$ cat config.mk
export PLATFORM = sky130hd
export DESIGN_NAME = uart_tx_arbiter_flat
export DESIGN_NICKNAME = d
export VERILOG_FILES = /design/src/rtl/machv_uart_pkg.sv /design/src/rtl/uart_tx_arbiter_if.sv /design/src/rtl/machv_rr_pick.sv /design/src/rtl/uart_tx_arbiter.sv /design/src/flat_wrapper.sv
export SDC_FILE = /design/constraint.sdc
export NUM_CORES = 1
export LEC_CHECK = 0
export BUFFER_PORTS_ARGS = -buffer_cell sky130_fd_sc_hd__clkbuf_2
export CAP_MARGIN = 10
export CELL_PAD_IN_SITES_DETAIL_PLACEMENT = 2
export CELL_PAD_IN_SITES_GLOBAL_PLACEMENT = 2
export CORE_UTILIZATION = 36
export DETAILED_ROUTE_END_ITERATION = 7
export PLACE_DENSITY = 0.81
export REMOVE_ABC_BUFFERS = 1
export SLEW_MARGIN = 20
export SYNTH_ARGS = -nofsm -noshare
export SYNTH_HDL_FRONTEND = slang
export SYNTH_SLANG_ARGS = --single-unit
$ cat constraint.sdc
create_clock -name CLK -period 6.4 [get_ports CLK]
set_input_delay 0.64 -clock CLK [delete_from_list [all_inputs] [get_ports CLK]]
set_output_delay 0.64 -clock CLK [all_outputs]
set_load 0.01 [all_outputs]
$ cat src/rtl/machv_uart_pkg.sv
// Shared types and defaults for the UART transmit arbiter.
package machv_uart_pkg;

    typedef enum logic [1:0] {
        IDLE = 2'd0,
        SEND = 2'd1,
        NEXT = 2'd2
    } state_t;

    localparam int DEF_NUM_REQ      = 2;
    localparam int DEF_LOCK_TIMEOUT = 1000000;

    // A timeout of one still needs a one-bit counter register.
    function automatic int cnt_width(input int t);
        return (t > 1) ? $clog2(t) : 1;
    endfunction

endpackage

$ cat src/rtl/uart_tx_arbiter_if.sv
// Requester-side and UART-core-side signals of the transmit arbiter.
// The slave modport is the arbiter's view; master is the surrounding system.
interface uart_tx_arbiter_if
    import machv_uart_pkg::*;
#(
    parameter int NUM_REQ = DEF_NUM_REQ
);

    logic [NUM_REQ-1:0]   REQ_VALID;
    logic [8*NUM_REQ-1:0] REQ_DATA;
    logic [NUM_REQ-1:0]   REQ_LAST;
    logic [NUM_REQ-1:0]   REQ_READY;
    logic [7:0]           TX_DATA;
    logic                 TX_STB;
    logic                 TX_ACK;
    logic [NUM_REQ-1:0]   GRANT;
    logic                 BUSY;
    logic                 TIMEOUT;

    modport slave (
        input  REQ_VALID, REQ_DATA, REQ_LAST, TX_ACK,
        output REQ_READY, TX_DATA, TX_STB, GRANT, BUSY, TIMEOUT
    );

    modport master (
        output REQ_VALID, REQ_DATA, REQ_LAST, TX_ACK,
        input  REQ_READY, TX_DATA, TX_STB, GRANT, BUSY, TIMEOUT
    );

endinterface

$ cat src/rtl/machv_rr_pick.sv
// Combinational round-robin picker: the first asserted request found when
// scanning upward from i_start, wrapping modulo N.
module machv_rr_pick #(
    parameter int N  = 2,
    parameter int IW = (N > 1) ? $clog2(N) : 1
) (
    input  logic [N-1:0]  i_req,
    input  logic [IW-1:0] i_start,
    output logic [N-1:0]  o_grant,
    output logic          o_valid
);

    logic [IW-1:0] w_idx;

    // Scan every position once from the start index and keep the first hit.
    always_comb begin
        o_grant = '0;
        o_valid = 1'b0;
        w_idx   = '0;
        for (int k = 0; k < N; k++) begin
            w_idx = IW'((int'(i_start) + k) % N);
            if (!o_valid && i_req[w_idx]) begin
                o_grant[w_idx] = 1'b1;
                o_valid        = 1'b1;
            end
        end
    end

endmodule

$ cat src/rtl/uart_tx_arbiter.sv
// Arbitrates several byte requesters onto one UART transmit core.
// A message (bytes up to the one flagged LAST) keeps the grant locked to its
// owner; an owner that goes quiet for LOCK_TIMEOUT cycles loses the grant.
module uart_tx_arbiter
    import machv_uart_pkg::*;
#(
    parameter int NUM_REQ      = DEF_NUM_REQ,
    parameter int LOCK_TIMEOUT = DEF_LOCK_TIMEOUT
) (
    input logic              CLK,
    input logic              RESET,
    uart_tx_arbiter_if.slave bus
);

    localparam int              IW      = $clog2(NUM_REQ);
    localparam int              CNTW    = cnt_width(LOCK_TIMEOUT);
    localparam logic [CNTW-1:0] CNT_MAX = CNTW'(LOCK_TIMEOUT - 1);

    state_t               r_state;
    state_t               w_next_state;
    logic [IW-1:0]        r_owner;
    logic [IW-1:0]        r_last_owner;
    logic [IW-1:0]        w_start;
    logic [IW-1:0]        w_pick_idx;
    logic [IW-1:0]        w_sel_idx;
    logic [NUM_REQ-1:0]   w_pick_oh;
    logic [NUM_REQ-1:0]   w_owner_oh;
    logic [NUM_REQ-1:0]   w_ready;
    logic                 w_pick_valid;
    logic                 w_xfer;
    logic                 w_ack_done;
    logic                 w_expire;
    logic                 w_sel_last;
    logic                 r_locked;
    logic                 r_tx_stb;
    logic                 r_timeout;
    logic [7:0]           r_tx_data;
    logic [7:0]           w_sel_data;
    logic [CNTW-1:0]      r_cnt;

    assign w_start    = (r_last_owner == IW'(NUM_REQ - 1)) ? '0 : r_last_owner + IW'(1);
    assign w_owner_oh = {{(NUM_REQ-1){1'b0}}, 1'b1} << r_owner;

    machv_rr_pick #(
        .N  (NUM_REQ),
        .IW (IW)
    ) u_pick (
        .i_req   (bus.REQ_VALID),
        .i_start (w_start),
        .o_grant (w_pick_oh),
        .o_valid (w_pick_valid)
    );

    // Convert the one-hot winner into an index for owner bookkeeping.
    always_comb begin
        w_pick_idx = '0;
        for (int i = 0; i < NUM_REQ; i++) begin
            if (w_pick_oh[i]) begin
                w_pick_idx = IW'(i);
            end
        end
    end

    // Select the byte and LAST flag of whichever requester is being served.
    always_comb begin
        w_sel_data = '0;
        w_sel_last = 1'b0;
        for (int i = 0; i < NUM_REQ; i++) begin
            if (w_sel_idx == IW'(i)) begin
                w_sel_data = bus.REQ_DATA[8*i +: 8];
                w_sel_last = bus.REQ_LAST[i];
            end
        end
    end

    // State register; reset parks the arbiter in IDLE immediately.
    always_ff @(posedge CLK or posedge RESET) begin
        if (RESET) begin
            r_state <= IDLE;
        end else begin
            r_state <= w_next_state;
        end
    end

    // Next-state and handshake decode; a transfer in NEXT beats counter expiry.
    always_comb begin
        w_next_state = r_state;
        w_ready      = '0;
        w_sel_idx    = w_pick_idx;
        w_xfer       = 1'b0;
        w_ack_done   = 1'b0;
        w_expire     = 1'b0;
        case (r_state)
            IDLE: begin
                w_ready   = w_pick_oh;
                w_sel_idx = w_pick_idx;
                if (w_pick_valid) begin
                    w_xfer       = 1'b1;
                    w_next_state = SEND;
                end
            end
            SEND: begin
                if (bus.TX_ACK) begin
                    w_ack_done   = 1'b1;
                    w_next_state = r_locked ? NEXT : IDLE;
                end
            end
            NEXT: begin
                w_ready   = w_owner_oh;
                w_sel_idx = r_owner;
                if (bus.REQ_VALID[r_owner]) begin
                    w_xfer       = 1'b1;
                    w_next_state = SEND;
                end else if (r_cnt == CNT_MAX) begin
                    w_expire     = 1'b1;
                    w_next_state = IDLE;
                end
            end
            default: begin
                w_next_state = IDLE;
            end
        endcase
    end

    // Datapath: capture accepted bytes, track ownership, lock and idle counter.
    always_ff @(posedge CLK or posedge RESET) begin
        if (RESET) begin
            r_tx_data    <= 8'h00;
            r_tx_stb     <= 1'b0;
            r_owner      <= '0;
            r_last_owner <= IW'(NUM_REQ - 1);
            r_locked     <= 1'b0;
            r_cnt        <= '0;
            r_timeout    <= 1'b0;
        end else begin
            r_timeout <= w_expire;
            if (w_xfer) begin
                r_tx_data <= w_sel_data;
                r_tx_stb  <= 1'b1;
                r_owner   <= w_sel_idx;
                r_locked  <= !w_sel_last;
            end
            if (w_ack_done) begin
                r_tx_stb <= 1'b0;
                r_cnt    <= '0;
                if (!r_locked) begin
                    r_last_owner <= r_owner;
                end
            end
            if (w_expire) begin
                r_last_owner <= r_owner;
                r_locked     <= 1'b0;
                r_cnt        <= '0;
            end else if (r_state == NEXT && !w_xfer) begin
                r_cnt <= r_cnt + CNTW'(1);
            end
        end
    end

    assign bus.REQ_READY = w_ready;
    assign bus.TX_DATA   = r_tx_data;
    assign bus.TX_STB    = r_tx_stb;
    assign bus.GRANT     = (r_state != IDLE) ? w_owner_oh : '0;
    assign bus.BUSY      = (r_state != IDLE);
    assign bus.TIMEOUT   = r_timeout;

endmodule

$ cat src/flat_wrapper.sv
// flat-port wrapper written by rule: the top's interface ports become plain ports
module uart_tx_arbiter_flat import machv_uart_pkg::*;
#(
    parameter int NUM_REQ      = DEF_NUM_REQ,
    parameter int LOCK_TIMEOUT = DEF_LOCK_TIMEOUT
)
  (CLK, RESET, bus_REQ_VALID, bus_REQ_DATA, bus_REQ_LAST, bus_TX_ACK, bus_REQ_READY, bus_TX_DATA, bus_TX_STB, bus_GRANT, bus_BUSY, bus_TIMEOUT);
  uart_tx_arbiter_if #(.NUM_REQ(NUM_REQ)) bus_i ();
  input logic CLK;
  input logic RESET;
  input wire logic [$bits(bus_i.REQ_VALID)-1:0] bus_REQ_VALID;
  input wire logic [$bits(bus_i.REQ_DATA)-1:0] bus_REQ_DATA;
  input wire logic [$bits(bus_i.REQ_LAST)-1:0] bus_REQ_LAST;
  input wire logic [$bits(bus_i.TX_ACK)-1:0] bus_TX_ACK;
  output wire logic [$bits(bus_i.REQ_READY)-1:0] bus_REQ_READY;
  output wire logic [$bits(bus_i.TX_DATA)-1:0] bus_TX_DATA;
  output wire logic [$bits(bus_i.TX_STB)-1:0] bus_TX_STB;
  output wire logic [$bits(bus_i.GRANT)-1:0] bus_GRANT;
  output wire logic [$bits(bus_i.BUSY)-1:0] bus_BUSY;
  output wire logic [$bits(bus_i.TIMEOUT)-1:0] bus_TIMEOUT;
  assign bus_i.REQ_VALID = bus_REQ_VALID;
  assign bus_i.REQ_DATA = bus_REQ_DATA;
  assign bus_i.REQ_LAST = bus_REQ_LAST;
  assign bus_i.TX_ACK = bus_TX_ACK;
  assign bus_REQ_READY = bus_i.REQ_READY;
  assign bus_TX_DATA = bus_i.TX_DATA;
  assign bus_TX_STB = bus_i.TX_STB;
  assign bus_GRANT = bus_i.GRANT;
  assign bus_BUSY = bus_i.BUSY;
  assign bus_TIMEOUT = bus_i.TIMEOUT;
  uart_tx_arbiter #(.NUM_REQ(NUM_REQ), .LOCK_TIMEOUT(LOCK_TIMEOUT)) u_core (.CLK(CLK), .RESET(RESET), .bus(bus_i));
endmodule
==> flow_summary.json, run 1 <==
{
  "status": "complete, no violations",
  "synth_edf_count": 0,
  "finClkSkew_ps": 5.83,
  "cp.arrival_ps": 2500,
  "nFillCells": 575,
  "cp_max_fo": 25,
  "rsz0062_at_grt": "no",
  "routabilityCongestion": 0.734,
  "cts_resized": 0,
  "viasPerCell": 5.43,
  "tns_ps": 0,
  "vias": 1715,
  "synth_area_per_cell_um2": 9.23,
  "rr_startpoint": "u_core.r_cnt[0]",
  "path_class": "flip-flop to flip-flop",
  "reg2reg_to": "u_core.r_cnt[7]",
  "track_usage": 0.196,
  "first_global_vias": 1688,
  "hpwl_um": 3650,
  "portBuffers": 37,
  "synth_compound_area_frac": 0.186,
  "stdcell_area_um2": 2270,
  "fin_util": 0.439,
  "ys_top_cells_by_count": "dfrtp_1 (34), nor2_1 (22), nand2_1 (21), a21oi_1 (20), mux2i_1 (13)",
  "end_kind": "flip-flop",
  "hp-class": "primary input to async pin",
  "drv_slew": 0,
  "muxShareOfSynthArea": 0.0726,
  "power.leakage_uw": 0.00101,
  "synth_top_area_frac": 0.437,
  "detail_route.first_pass.iterations": 4,
  "die_w_um": 75.5,
  "synthCells": 211,
  "initial_utilization": 0.376,
  "p_per_area_nw_per_um2": 330,
  "grt_pass1_wl_um": 8380,
  "start_kind": "flip-flop",
  "drtIter0Drc": 51,
  "worst_pin_slew_ps": 854,
  "wl_per_cell_um": 16.1,
  "grt_overflow": 0,
  "antenna_found_initial": 0,
  "clk_pin_slew_ps": 70,
  "critical_path_required_ps": 6570,
  "grt_max_degree": 36,
  "ant_nets": 0,
  "post_cts_buffers": 0,
  "ys_seq_area_frac": 0.451,
  "place_area_um2": 2190,
  "cts_sinks": 35,
  "async_flop_share": 1.00,
  "drc": 0,
  "clockRootBuffer": "clkbuf_8",
  "r2r_cells": 6,
  "ys_seq_elements": 35,
  "rrSetupSlack_ps": 4070,
  "synthXorXnorAreaFrac": 0.00900,
  "synth_area_leaders": "dfrtp_1 (44%), mux2i_1 (6.7%), a21oi_1 (5.1%), nor2_1 (4.2%), nand2_1 (4.0%)",
  "chipHeight_um": 75.5,
  "wl_um": 5100,
  "fp-row-count": 26,
  "cap_violations": 0,
  "synth_top_family_by_area": "simple AND/OR/NAND/NOR gates",
  "fin_hold_ws_ps": 438,
  "yosysMostFrequentCell": "dfrtp_1",
  "die-area_um2": 5710,
  "cts_tree": "done",
  "synthAdderAreaFrac": 0.00643,
  "num_antenna_cells": 0,
  "hold_viol": 0,
  "final-setup-viol-count": 0,
  "synth.distinct_cells": 45,
  "fin_crit_sh": 0.364,
  "ys.flop_type": "dfrtp_1",
  "ir_drop_uv": 116,
  "coreArea_um2": 5170,
  "fin_crit_ps": 2330,
  "clk_path_buf_depth": 2,
  "max_slew_margin": 0.419,
  "syn_to_final_growth_pct": 16.5,
  "yosys_warnings": 0,
  "yosys.area_share.simple": 0.231,
  "htree_levels": 2,
  "synth_area_um2": 1950,
  "ioPinCount": 38,
  "synth_top_area_cell": "dfrtp_1",
  "final_nets": 269,
  "cts_buffers": 5,
  "layout-drive-gt1-share": 0.211,
  "worstSkewPairLatency_ps": 290,
  "max_freq_mhz": 429,
  "hold_buffers": 0
}
## metrics by stage
stage	setup WS, ps	total power, uW	instances
global placement	3920	585	308
detailed placement	4080	601	308
floorplan	3950	485	200
global route	3870	808	316
CTS	4070	762	316
finish	4070	748	316
## state kept, by name, indices dropped and copies added (netlist names)
register             count
u_core.bus.TIMEOUT       1
u_core.bus.TX_DATA       8
u_core.bus.TX_STB        1
u_core.r_cnt            20
u_core.r_last_owner      1
u_core.r_locked          1
u_core.r_owner           1
u_core.r_state           2
## routing by layer
layer / track usage / routed length, um / vias up
met1: 0.263 / 2550 / 840
met4: 0.0556 / 51 / 0
met3: 0.0463 / 233 / 6
met2: 0.318 / 2260 / 36
li1: - / - / 833
met5: 0 / 0 / -
## power breakdown
| part | internal [uW] | switching, uW | leakage, uW |
|---|---|---|---|
| logic | 108 | 166 | 0.000513 |
| clock network | 76.4 | 81.0 | 0.0000422 |
| registers | 271 | 45.8 | 0.000451 |
| total | 455 | 293 | 0.00101 |
## worst max path at each step
stage	from	end	slack, ps	depth (start not counted)
finish	u_core.r_cnt[0]	u_core.r_cnt[7]	4070	6
floorplan	bus_REQ_VALID[1]	u_core.r_locked	3950	4
global route	u_core.r_cnt[0]	u_core.r_cnt[16]	3870	6
CTS	u_core.r_cnt[0]	u_core.r_cnt[7]	4070	6
detailed placement	u_core.r_cnt[0]	u_core.r_cnt[7]	4080	6
global placement	bus_REQ_VALID[1]	u_core.r_locked	3920	6
## cell usage in the layout (no fill, tap or decap), types with 2 or more instances in the layout
cell type,Yosys,layout
a21oi_1,20,20
a31oi_1,11,11
and2_1,2,2
and3_1,6,6
and4_1,4,4
clkbuf_1,4,2
clkbuf_2,1,37
clkbuf_8,0,5
dfrtp_1,34,34
inv_1,8,8
mux2i_1,13,12
nand2_1,21,21
nand2b_1,5,5
nand3_1,9,9
nand4_1,5,5
nor2_1,22,22
nor3_1,2,2
nor4_1,2,2
o21ai_0,10,10
or3_1,2,2
## final cells by class
class | instances | area, um^2 | area share
inverter | 8 | 30.0 | 0.0132
clock inverter | 1 | 5.00 | 0.00221
timing repair buffer | 38 | 193 | 0.0849
multi-input combinational | 157 | 1000 | 0.441
clock buffer | 7 | 76.3 | 0.0336
tap | 70 | 87.6 | 0.0386
sequential | 35 | 877 | 0.387
## critical path, stage by stage, from the launching register on
cell and delay (ps):
dfrtp_1 410, ha_1 200, and3_1 350, nand3_4 150, o41a_4 620, and3_1 220, a221o_1 260
## cells by family after synthesis
group,count (synthesis)
AOI/OAI and AO/OA,55
muxes,14
DFF,35
and+or+nand+nor,85
adders and majority gates,1
buffers and inverters,19
xor gates and xnor gates,2
Note: power is estimated with default switching activity, not from simulation.
==> inputs of run 2 (changes only) <==
- ABC_AREA: not set -> 1
- CORE_UTILIZATION: 36 -> 31
- PLACE_DENSITY: 0.81 -> 0.75
- clock period: 6.4 -> 2.4 ns (I/O delays scaled with it)
==> flow_summary.json, run 2 <==
{
  "ant_nets": 0,
  "status": "complete, no violations",
  "track_usage": 0.208,
  "place_ws_ps": 618,
  "fin_crit_sh": 0.723,
  "coreArea_um2": 6760,
  "cts_tree": "done",
  "drv_slew": 0,
  "syn_to_final_growth_pct": 16.4,
  "multi_input_area_um2": 1100,
  "hold_viol": 0,
  "p_int_uw": 1250,
  "synth_top_area_cell": "dfrtp_1",
  "tns_ps": 0,
  "final_common_cell": "nand2_1",
  "cap_violations": 0,
  "htree_levels": 2,
  "max_slew_margin": 0.680,
  "die_w_um": 85.6,
  "yosysMostFrequentCell": "nand2_1",
  "critical_path_required_ps": 2570,
  "final_nets": 367,
  "fp-row-count": 30,
  "cts_buffers": 5,
  "detail_route.first_pass.iterations": 4,
  "async_flop_share": 1.00,
  "met2WireLength_um": 3310,
  "worst_pin_slew_ps": 480,
  "first_global_vias": 2307,
  "power.leakage_uw": 0.00118,
  "ys_seq_elements": 35,
  "regArea_um2": 877,
  "synth_area_per_cell_um2": 7.18,
  "ioPinCount": 38,
  "grt_max_degree": 36,
  "slowest_stage": "dfrtp_1",
  "chipHeight_um": 85.6,
  "grt_overflow": 0,
  "clockRootBuffer": "clkbuf_8",
  "die-area_um2": 7330,
  "hold_buffers": 0,
  "wl_um": 6820,
  "initial_utilization": 0.321,
  "p_per_area_nw_per_um2": 839,
  "clock_power_share": 0.231,
  "synthCells": 302,
  "hpwl_um": 5310,
  "slowest_delay_ps": 440,
  "worstSkewPairLatency_ps": 290,
  "routabilityCongestion": 0.750,
  "p_comb_frac": 0.377,
  "highest-signal-layer": "met4",
  "vias": 2128,
  "cp_max_fo": 11,
  "cts_sinks": 35,
  "setup_ws_ps": 664,
  "synth_top_area_frac": 0.392,
  "hp-class": "primary input to async pin",
  "switching_share": 0.411,
  "ys.flop_type": "dfrtp_1",
  "cp.arrival_ps": 1910,
  "synth.distinct_cells": 29,
  "synth_edf_count": 0,
  "start_kind": "flip-flop",
  "cp_cell_sequence": "inv_2 > nor2_2 > nand2_1 > nand2_1 > inv_1 > o21ai_0 > o21ai_1",
  "ys_seq_area_frac": 0.405,
  "cts_resized": 0,
  "wl_met1_um": 3320,
  "end_kind": "flip-flop",
  "max_freq_mhz": 576,
  "largest_reg_flops": 20,
  "layout-drive-gt1-share": 0.201,
  "finClkSkew_ps": 8.31,
  "cp_common_cell": "nand2_1",
  "antenna_found_initial": 0,
  "post_cts_buffers": 0,
  "drtIter0Drc": 68,
  "clk_path_buf_depth": 2,
  "grt_pass1_wl_um": 11700,
  "clk_pin_slew_ps": 80,
  "synth_area_leaders": "dfrtp_1 (39%), nand2_1 (12%), nor2_1 (8.0%), inv_1 (5.9%), nand3_1 (4.8%)",
  "cp_top_family": "simple AND/OR/NAND/NOR gates",
  "rsz0062_at_grt": "no",
  "portBuffers": 37,
  "yosys_warnings": 0,
  "p_switching_uw": 871,
  "wl_per_cell_um": 16.1,
  "fin_crit_ps": 1740,
  "ys_top_cells_by_count": "nand2_1 (72), nor2_1 (46), dfrtp_1 (34), inv_1 (34)",
  "drc": 0,
  "routed-wl-met3_um": 101,
  "max_flop_register": "u_core.r_cnt",
  "ir_drop_uv": 360,
  "crit_buf_inv": 2,
  "final-setup-viol-count": 0,
  "nFillCells": 837,
  "num_antenna_cells": 0,
  "viasPerCell": 5.02,
  "power_frac_seq": 0.392,
  "path_class": "flip-flop to flip-flop",
  "synth_area_um2": 2170,
  "most-common-layout-cells": "nand2_1 (72), nor2_1 (46), clkbuf_2 (37)"
}
run 2: cell count changes in the layout (fill, tap and decap cells not counted), moves of 11 or more:
cell,change
mux2i_1,-12
nand2_1,+51
inv_1,+26
nand3_1,+12
a21oi_1,-16
a31oi_1,-11
o21ai_1,+12
nor2_1,+24
o21ai_0,+11
run 2: path summary, 6_finish.rpt:
| path | from | to | slack, ps | cells past startpoint |
|---|---|---|---|---|
| max in group asynchronous | RESET | u_core.r_last_owner | 2000 | 3 |
| min in group CLK | bus_TX_ACK | u_core.r_state[0] | 160 | 2 |
| setup reg to reg | u_core.r_state[1] | u_core.bus.TX_DATA[2] | 660 | 7 |
| hold / removal | RESET | u_core.r_cnt[0] | 40 | 3 |
| setup / recovery | u_core.r_state[1] | u_core.bus.TX_DATA[2] | 660 | 7 |
| hold reg to reg | u_core.bus.TX_DATA[3] | u_core.bus.TX_DATA[3] | 500 | 2 |
run 2: cell families (layout without fill, tap and decap cells):
| logic type | after synthesis | count (layout) | share of synthesized area |
|---|---|---|---|
| and+or+nand+nor | 167 | 167 | 0.354 |
| AOI/OAI and AO/OA | 48 | 48 | 0.121 |
| buffers and inverters | 45 | 87 | 0.0900 |
| DFF | 35 | 35 | 0.405 |
| xor gates and xnor gates | 6 | 6 | 0.0242 |
| adders and majority gates | 1 | 1 | 0.00577 |
run 2: worst register-to-register path, delay by kind of cell, from the launching register on:
family          cells  cell delay [ps]
simple gates        3              550
flops               1              440
buf+inv             2              340
compound gates      2              300
run 2: power groups by stage:
stage,clock network (uW),registers (uW),logic (uW)
6_report,489,831,799
3_3_place_gp,0,841,810
3_5_place_dp,0,842,829
5_1_grt,529,851,911
4_1_cts,503,834,829
2_1_floorplan,0,856,464
run 2: metal layers:
layer	vias up	GRT usage
met5	-	0
met4	0	0.0545
met3	7	0.0289
met2	21	0.351
met1	1045	0.280
li1	1055	-
run 2: area by class of cell:
| class | instances | share of cell area |
|---|---|---|
| multi-input cells | 222 | 0.434 |
| flip-flops and latches | 35 | 0.347 |
| repair buffers | 39 | 0.0793 |
| inverters | 40 | 0.0600 |
| clock buffers | 8 | 0.0396 |
| well taps | 80 | 0.0396 |
run 2: metrics by stage:
| step | util | total power (uW) | cell area, um^2 | cells | hold WS [ps] |
|---|---|---|---|---|---|
| floorplan | - | 1320 | 2120 | 297 | 326 |
| global placement | 0.359 | 1650 | 2420 | 416 | 368 |
| detailed placement | 0.359 | 1670 | 2420 | 416 | 378 |
| CTS | 0.374 | 2170 | 2520 | 424 | 59.8 |
| global route | 0.374 | 2290 | 2520 | 424 | 104 |
| finish | 0.374 | 2120 | 2520 | 424 | 35.1 |
